==> config.mk <==
export PLATFORM = sky130hd
export DESIGN_NAME = mdu_seq_flat
export DESIGN_NICKNAME = d
export VERILOG_FILES = /design/src/rtl/mdu_if.sv /design/src/rtl/mdu_seq.sv /design/src/flat_wrapper.sv
export SDC_FILE = /design/constraint.sdc
export NUM_CORES = 1
export LEC_CHECK = 0
export ABC_AREA = 1
export CAP_MARGIN = 20
export CORE_MARGIN = 5
export CORE_UTILIZATION = 30
export CTS_BUF_LIST = sky130_fd_sc_hd__clkbuf_16
export DETAILED_ROUTE_END_ITERATION = 6
export PLACE_DENSITY = 0.48
export SLEW_MARGIN = 20
export SYNTH_ARGS = -nofsm -noshare
export SYNTH_HDL_FRONTEND = slang
export SYNTH_SLANG_ARGS = --single-unit
export TNS_END_PERCENT = 10
==> constraint.sdc <==
create_clock -name clk -period 8.3 [get_ports clk]
set_input_delay 0.83 -clock clk [delete_from_list [all_inputs] [get_ports clk]]
set_output_delay 0.83 -clock clk [all_outputs]
set_load 0.02 [all_outputs]
==> src/rtl/mdu_if.sv <==
// Start/busy/done handshake and HI/LO result bus between the control path and mdu_seq.
// The control path is the master; the multiply/divide unit is the slave.
interface mdu_if #(
    parameter int WIDTH = 32
);
    logic [WIDTH-1:0] a;
    logic [WIDTH-1:0] b;
    logic [1:0]       op;
    logic             start;
    logic             busy;
    logic             done;
    logic [WIDTH-1:0] hi;
    logic [WIDTH-1:0] lo;

    modport master (output a, b, op, start, input  busy, done, hi, lo);
    modport slave  (input  a, b, op, start, output busy, done, hi, lo);
endinterface

==> src/rtl/mdu_seq.sv <==
// Iterative multiply/divide unit: shift-add multiply or restoring divide on operand
// magnitudes over WIDTH cycles, then a single sign-fix cycle that writes HI/LO.
module mdu_seq #(
    parameter int WIDTH = 32
) (
    input  logic  clk,
    input  logic  rst,
    mdu_if.slave  bus
);
    localparam int CW = $clog2(WIDTH);

    typedef enum logic [1:0] {IDLE, CALC, SIGN, DONE} state_t;

    state_t             state, state_nxt;
    logic [CW-1:0]      cnt;
    logic [2*WIDTH-1:0] acc;
    logic [WIDTH-1:0]   mag_a, mag_b, sh;
    logic               neg_a, neg_b, op_div;
    logic [WIDTH-1:0]   hi_r, lo_r;

    logic               accept, last_iter;
    logic               in_neg_a, in_neg_b;
    logic [WIDTH-1:0]   in_mag_a, in_mag_b;
    logic [WIDTH-1:0]   rem, quo, mult_add;
    logic [WIDTH:0]     rem_sh;
    logic [WIDTH+1:0]   trial;
    logic [2*WIDTH-1:0] step_nxt, prod_fix;
    logic [WIDTH-1:0]   quo_fix, rem_fix;

    assign accept    = bus.start && (state == IDLE || state == DONE);
    assign last_iter = (cnt == CW'(WIDTH - 1));

    // Signed interpretation only for MULT (op=1) and DIV (op=3).
    assign in_neg_a = bus.op[0] & bus.a[WIDTH-1];
    assign in_neg_b = bus.op[0] & bus.b[WIDTH-1];
    assign in_mag_a = in_neg_a ? -bus.a : bus.a;
    assign in_mag_b = in_neg_b ? -bus.b : bus.b;

    assign rem = acc[2*WIDTH-1:WIDTH];
    assign quo = acc[WIDTH-1:0];

    // NOTE: every always_comb output gets a default first, so no path can infer a latch.
    always_comb begin
        mult_add = '0;
        rem_sh   = {rem, sh[WIDTH-1]};
        trial    = {1'b0, rem_sh} - {2'b00, mag_b};
        step_nxt = acc;
        if (op_div) begin
            // A dropped rem MSB means rem_sh >= 2^WIDTH > divisor, so that path never restores.
            if (trial[WIDTH+1])
                step_nxt = {rem_sh[WIDTH-1:0], quo[WIDTH-2:0], 1'b0};
            else
                step_nxt = {trial[WIDTH-1:0], quo[WIDTH-2:0], 1'b1};
        end else begin
            if (sh[WIDTH-1])
                mult_add = mag_a;
            step_nxt = {acc[2*WIDTH-2:0], 1'b0} + {{WIDTH{1'b0}}, mult_add};
        end
    end

    always_comb begin
        prod_fix = (neg_a ^ neg_b) ? -acc : acc;
        quo_fix  = (neg_a ^ neg_b) ? -quo : quo;
        rem_fix  = neg_a ? -rem : rem;
    end

    // NOTE: sequential state uses non-blocking assignments so all registers update together.
    always_ff @(posedge clk or posedge rst) begin
        if (rst)
            state <= IDLE;
        else
            state <= state_nxt;
    end

    always_comb begin
        state_nxt = state;
        case (state)
            IDLE:    if (bus.start) state_nxt = CALC;
            CALC:    if (last_iter) state_nxt = SIGN;
            SIGN:    state_nxt = DONE;
            DONE:    state_nxt = bus.start ? CALC : IDLE;
            default: state_nxt = IDLE;
        endcase
    end

    always_comb begin
        bus.busy = (state == CALC) || (state == SIGN);
        bus.done = (state == DONE);
    end

    always_ff @(posedge clk or posedge rst) begin
        if (rst) begin
            cnt    <= '0;
            acc    <= '0;
            mag_a  <= '0;
            mag_b  <= '0;
            sh     <= '0;
            neg_a  <= 1'b0;
            neg_b  <= 1'b0;
            op_div <= 1'b0;
            hi_r   <= '0;
            lo_r   <= '0;
        end else begin
            case (state)
                IDLE, DONE: begin
                    if (accept) begin
                        op_div <= bus.op[1];
                        neg_a  <= in_neg_a;
                        neg_b  <= in_neg_b;
                        mag_a  <= in_mag_a;
                        mag_b  <= in_mag_b;
                        sh     <= bus.op[1] ? in_mag_a : in_mag_b;
                        acc    <= '0;
                        cnt    <= '0;
                    end
                end
                CALC: begin
                    acc <= step_nxt;
                    sh  <= {sh[WIDTH-2:0], 1'b0};
                    cnt <= cnt + CW'(1);
                end
                SIGN: begin
                    if (!op_div) begin
                        {hi_r, lo_r} <= prod_fix;
                    end else if (mag_b == '0) begin
                        // Divide by zero returns the raw dividend and an all-ones quotient.
                        lo_r <= '1;
                        hi_r <= neg_a ? -mag_a : mag_a;
                    end else begin
                        lo_r <= quo_fix;
                        hi_r <= rem_fix;
                    end
                end
                default: ;
            endcase
        end
    end

    assign bus.hi = hi_r;
    assign bus.lo = lo_r;
endmodule
==> src/flat_wrapper.sv <==
// flat-port wrapper written by rule: the top's interface ports become plain ports
module mdu_seq_flat 
#(
    parameter int WIDTH = 32
)
  (clk, rst, bus_a, bus_b, bus_op, bus_start, bus_busy, bus_done, bus_hi, bus_lo);
  mdu_if #(.WIDTH(WIDTH)) bus_i ();
  input  logic clk;
  input  logic rst;
  input wire logic [$bits(bus_i.a)-1:0] bus_a;
  input wire logic [$bits(bus_i.b)-1:0] bus_b;
  input wire logic [$bits(bus_i.op)-1:0] bus_op;
  input wire logic [$bits(bus_i.start)-1:0] bus_start;
  output wire logic [$bits(bus_i.busy)-1:0] bus_busy;
  output wire logic [$bits(bus_i.done)-1:0] bus_done;
  output wire logic [$bits(bus_i.hi)-1:0] bus_hi;
  output wire logic [$bits(bus_i.lo)-1:0] bus_lo;
  assign bus_i.a = bus_a;
  assign bus_i.b = bus_b;
  assign bus_i.op = bus_op;
  assign bus_i.start = bus_start;
  assign bus_busy = bus_i.busy;
  assign bus_done = bus_i.done;
  assign bus_hi = bus_i.hi;
  assign bus_lo = bus_i.lo;
  mdu_seq #(.WIDTH(WIDTH)) u_core (.clk(clk), .rst(rst), .bus(bus_i));
endmodule
======== Yosys cells after proc, flatten, opt, wreduce, memory -nomap -nowiden ========
Cells that the tools add are included.
cells by class
  add/sub/neg operators ................... 9
  multipliers ............................. 0
  divide/modulo/power cells ............... 0
  $lt $le $gt $ge ......................... 0
  equal/unequal tests ..................... 7
  shift operators ......................... 0
  muxes and demuxes ....................... 25
  bitwise operators ....................... 3
  reduce and logical (&&, ||, !) cells .... 10
operators by type and width
  kind                                                                      number
  32-bit two-way mux                                                        13
  64-bit two-way mux                                                        4
  32-bit negation                                                           5
  64-bit one-hot mux with 2 select lines                                    1
  64-bit by 32-bit adder with 64-bit output                                 1
  64-bit negation                                                           1
  32-bit one-hot mux with 2 select lines                                    1
  33-bit by 32-bit subtractor with 34-bit output                            1
  32-bit logical NOT                                                        1
  5-bit one-hot mux with 2 select lines                                     1
  2-bit one-hot mux with 4 select lines                                     1
  2-bit AND reduction                                                       3
  5-bit by 1-bit adder with 5-bit output (second input constant)            1
  5-bit equality test (second input constant)                               1
  5-bit two-way mux                                                         1
  2-bit equality test (second input constant)                               2
  2-bit two-way mux                                                         2
  2-bit by 1-bit inequality test with 1-bit output (second input constant)  2
  1-bit AND                                                                 2
  2-bit by 1-bit equality test with 1-bit output (second input constant)    1
  2-bit logical NOT                                                         1
  1-bit logical OR                                                          2
  2-bit inequality test (second input constant)                             1
  2-bit nonzero test                                                        1
  other kinds (4)                                                           4
word-level totals
  bits in registers ....................... 234
  latch bits .............................. 0
  RAM bits ................................ 0
  bits in read-only memories .............. 0
  memories ................................ 0

======== Depth between registers and ports, before layout ========
  depth after elaboration ................. 5
  depth in mapped cells ................... 21

======== Worst setup path after synthesis ========
No wires, ideal clock.
  path type ............................... register to register
  start point ............................. register u_core.sh[31]
  end point ............................... register u_core.acc[33]
  arrival time ............................ 2.425 ns
  required time ........................... 8.184 ns
  setup slack ............................. 5.759 ns
  stages on the path, launching flop included .. 19
  cells stage by stage .................... dfrtp_1 clkbuf_1 clkbuf_1 nand2_1 inv_1 ha_1 fa_1 nand3_1 nand3_1 a21oi_1 o21ai_1 nand2_1 nand2_1 nand2_1 nand3_1 nand2_1 clkinv_1 nand2_1 nand2_1
on the way
  cells in the longest elaborated chain, start to end .. 5
ends and longest elaborated chain
  what                                        line            source
  from (decl)                                 mdu_seq.sv:17   logic [WIDTH-1:0] mag_a, mag_b, sh;
  from (signal assigned)                      mdu_seq.sv:112  sh <= bus.op[1] ? in_mag_a : in_mag_b;
  from (signal assigned)                      mdu_seq.sv:119  sh <= {sh[WIDTH-2:0], 1'b0};
  32-bit two-way mux                          mdu_seq.sv:55   if (sh[WIDTH-1])
  32-bit two-way mux                          mdu_seq.sv:48   if (op_div) begin
  64-bit by 32-bit adder with 64-bit output   mdu_seq.sv:57   step_nxt = {acc[2*WIDTH-2:0], 1'b0} + {{WIDTH{1'b0}}, mult_add};
  64-bit two-way mux (*)                      mdu_seq.sv:48
  64-bit one-hot mux with 2 select lines (*)  mdu_seq.sv:104  case (state)
  to (signal assigned)                        mdu_seq.sv:118  acc <= step_nxt;
  to (decl)                                   mdu_seq.sv:16   logic [2*WIDTH-1:0] acc;
Every way passes the cells marked *; elsewhere a longest branch is shown, timed or not. The select of a mux whose other input is x is not followed.
A chain may end at the register's enable or synchronous reset.

======== Worst setup path in the final report ========
  start point ............................. register u_core.state[0]
  end point ............................... register u_core.lo_r[11], in the netlist u_core.bus.lo[11]
on the way
  cells in the longest elaborated chain, start to end .. 1
ends and longest elaborated chain
  what                    line            source
  from (decl)             mdu_seq.sv:14   state_t state, state_nxt;
  from (signal assigned)  mdu_seq.sv:72   state <= state_nxt;
  2-bit equality test     mdu_seq.sv:104
  to (signal assigned)    mdu_seq.sv:124  {hi_r, lo_r} <= prod_fix;
  to (signal assigned)    mdu_seq.sv:130  lo_r <= quo_fix;
  to (decl)               mdu_seq.sv:19   logic [WIDTH-1:0] hi_r, lo_r;
No other way between the ends.

==> summary.md <==
| Metric | Value |
|---|---|
| Run status | finished clean |
| CORE AREA | 0.07734 mm2 |
| # setup viols final | 0 |
| Max IR drop VDD | 0.1906 mV |
| Place WS | 4.402 ns |
| Via density per instance | 5.089 |
| CTS tree | done |
| Layout cells sized above 1 | 4.104% |
| HPWL Detailed | 85340 um |
| Die Area | 0.08362 mm2 |
| Synth top area share | 25.04% |
| Post-Syn Instances | 4005 |
| Leak Pwr | 0.01387 uW |
| Worst-Skew Late Latency | 0.59 ns |
| Die W | 289.2 um |
| Asr flop ratio synth | 100.0% |
| Top_reg_cell synth | dfrtp_1 |
| Initial DRC Count | 2572 |
| Crit end category | flop |
| Cell variety after synth | 60 |
| Vias in the first global route | 24540 |
| Drt pass-1 iters | 6 |
| Cell Rows | 102 |
| DP Area | 0.02557 mm2 |
| CP Launch Type | flop |
| Most area-hungry cell type in the Yosys netlist | dfrtp_1 |
| Mapped cell area | 0.02338 mm2 |
| Power Density | 400.8 mW/mm2 |
| CTS clk-pin slew, worst paths | 0.06 ns |
| Area grow syn2layout | 13.28% |
| Crit share post-route | 42.44% |
| Synthesis-stage register bit count | 234 |
| Post-synth EDFFs | 0 |
| Placer Congestion | 0.9984 |
| Multi-input logic area | 0.01463 mm2 |
| CP Max Fanout | 73 |
| Setup Crit Path Kind | flop to flop |
| Most common cell in the netlist | nand2_1 |
| Fin worst setup slack | 4.778 ns |
| CTS Root Cell | clkbuf_16 |
| IO Port Bufs | 134 |
| List of most frequent post-synthesis cells | nand2_1 (1364), inv_1 (573), nand3_1 (446) |
| Drt total wl | 107700 um |
| Post-route cell area | 0.02649 mm2 |
| Synth Net Count | 4152 |
| DRC viols | 0 |
| Clock skew | 0.01964 ns |
| Per-cell routed wire length | 21.08 um |
| Relative slew slack | 27.69% |
| Via count | 26010 |
| IO Count | 135 |
| Max cap viols | 0 |
| Worst min path class | flop to flop |
| Syn Area/Cell | 5.838 um2 |
| Final Power | 10620 uW |
| Register area | 0.005861 mm2 |
| Layout filler cell count | 8855 |
| Total track usage | 24.96% |
| # clock sinks | 234 |
| Setup TNS | 0 ns |
| Routed Antenna Nets | 0 |
| Unrepaired setup endpoints after global routing | no |
| H-tree levels | 1 |
| Final-report max-slew violation count | 0 |
| Main area contributors after synthesis | dfrtp_1 (25%), nand2_1 (22%), nand3_1 (9.5%) |
| First-pass GRT wire length | 159000 um |
| Worst-margin pin slew | 1.085 ns |
| Maximum number of pins on one net before global-route repair | 128 |
| Seq/Total Area, Yosys | 25.04% |
| CTS max path bufs | 3 |
| CTS Buf Count | 28 |
| Global route total overflow | 0 |
| Post-CTS setup buffer count | 0 |
| Crit path DAT | 3.97 ns |
| Max Fclk | 0.2839 GHz |
| Post-CTS Hold Buffers | 0 |
| Hold Fails Final Rpt | 0 |
| Final min period | 3.522 ns |
| Yosys Warn Count | 0 |
| Initial antenna violation count | 6 |
| Post-cts resize count | 0 |
| Initial core utilization | 30.23% |
| Fin nets | 4197 |
| Die height | 289.2 um |
| Crit path required time | 8.75 ns |
==> through the flow <==
| step | cells | hold WS [ns] | utilization [%] |
|---|---|---|---|
| after detailed placement | 5060 | 0.4682 | 33.07 |
| final | 5110 | 0.4796 | 34.25 |
| after floorplan | 4005 | 0.4530 | - |
| after global routing | 5109 | 0.5044 | 34.24 |
| after global placement | 5060 | 0.4700 | 33.07 |
| after CTS | 5109 | 0.4847 | 34.24 |
==> worst max-delay path: stages, from the launching register on <==
cell,delay [ns]
dfrtp_1,0.41
inv_1,0.14
ha_2,0.18
buf_4,0.58
clkinv_1,0.82
a21oi_2,0.33
buf_4,0.30
inv_1,0.30
a21oi_1,0.22
a21oi_1,0.08
==> placed cells by master (no fill, tap or decap), types with 3 or more instances in the layout <==
cell type	netlist	routed
a22oi_1	27	27
or2_1	3	3
nand2_1	1364	1364
nor2_2	27	27
o21ai_1	21	21
nand3b_1	11	11
inv_1	573	573
nand4_1	78	78
clkdlybuf4s50_1	0	134
nor2_4	5	6
and2_1	3	3
clkinv_1	4	10
nand3_1	446	446
o31ai_1	3	3
a21oi_2	3	3
o21ai_0	171	171
clkbuf_16	0	28
xor2_1	90	90
a21oi_1	109	109
or2_2	10	10
o211ai_1	26	26
inv_2	20	23
nor3_1	30	30
xnor2_1	16	16
nand3_2	4	4
o22ai_1	17	17
nand2_2	10	10
buf_4	7	23
nor2_1	400	399
a31oi_1	37	37
bufinv_16	0	4
nor4_1	7	7
ha_1	76	75
clkinv_2	0	5
nor3_2	8	8
dfrtp_1	234	232
==> flip-flops by register name (all words and copies together) (netlist names) <==
name / count
u_core.acc: 64
u_core.bus.hi: 32
u_core.bus.lo: 32
u_core.mag_a: 32
u_core.mag_b: 32
u_core.sh: 32
u_core.cnt: 5
u_core.state: 2
u_core.neg_a: 1
u_core.neg_b: 1
u_core.op_div: 1
==> layout make-up <==
class / instances / area share (%)
inverters: 597 / 8.489
clock buffers: 28 / 2.646
clock inverters: 21 / 0.7842
well taps: 1040 / 4.913
flip-flops and latches: 234 / 22.13
diodes: 1 / 0.009448
multi-input cells: 3031 / 55.24
repair buffers: 158 / 5.792
==> kinds of logic (layout without fill, tap and decap cells) <==
logic type               count (synthesis)  count (layout)  synth area share (%)
AO/OA/AOI/OAI                          428             428                 10.33
XOR/XNOR                               107             107                 4.040
adder cells (fa/ha/maj)                 78              78                 4.238
buffers and inverters                  740             804                 12.43
flip-flops                             234             234                 25.04
multiplexers                             1               1               0.04281
other                                    0               1                     0
AND/OR/NAND/NOR                       2417            2417                 43.88
==> per-layer routing <==
layer	up-vias	share of wire, %	track usage, %
li1	12820	-	-
met5	-	0.019	0
met3	190	6.3	3.084
met1	12040	45	34.91
met4	4	4.0	8.017
met2	954	45	40.17
==> final timing paths <==
check | start | endpoint | slack, ns | depth (start not counted)
max in group asynchronous | rst | u_core.op_div$_DFFE_PP0P_ | 6.21 | 3
worst max-delay path | u_core.state[0]$_DFFE_PP0P_ | u_core.bus.lo[11]$_DFFE_PP0N_ | 4.78 | 9
worst max register to register | u_core.state[0]$_DFFE_PP0P_ | u_core.bus.lo[11]$_DFFE_PP0N_ | 4.78 | 9
worst min-delay path | u_core.bus.hi[23]$_DFFE_PP0N_ | u_core.bus.hi[23]$_DFFE_PP0N_ | 0.48 | 2
min in group asynchronous | rst | u_core.acc[46]$_DFFE_PP0P_ | 0.76 | 2
worst min register to register | u_core.bus.hi[23]$_DFFE_PP0N_ | u_core.bus.hi[23]$_DFFE_PP0N_ | 0.48 | 2
==> power by group <==
part / internal [uW] / total, uW / switching [uW]
clock: 733 / 1270 / 533
sequential: 1630 / 2280 / 656
combinational: 2150 / 7070 / 4920
(Power assumes the default switching activity.)
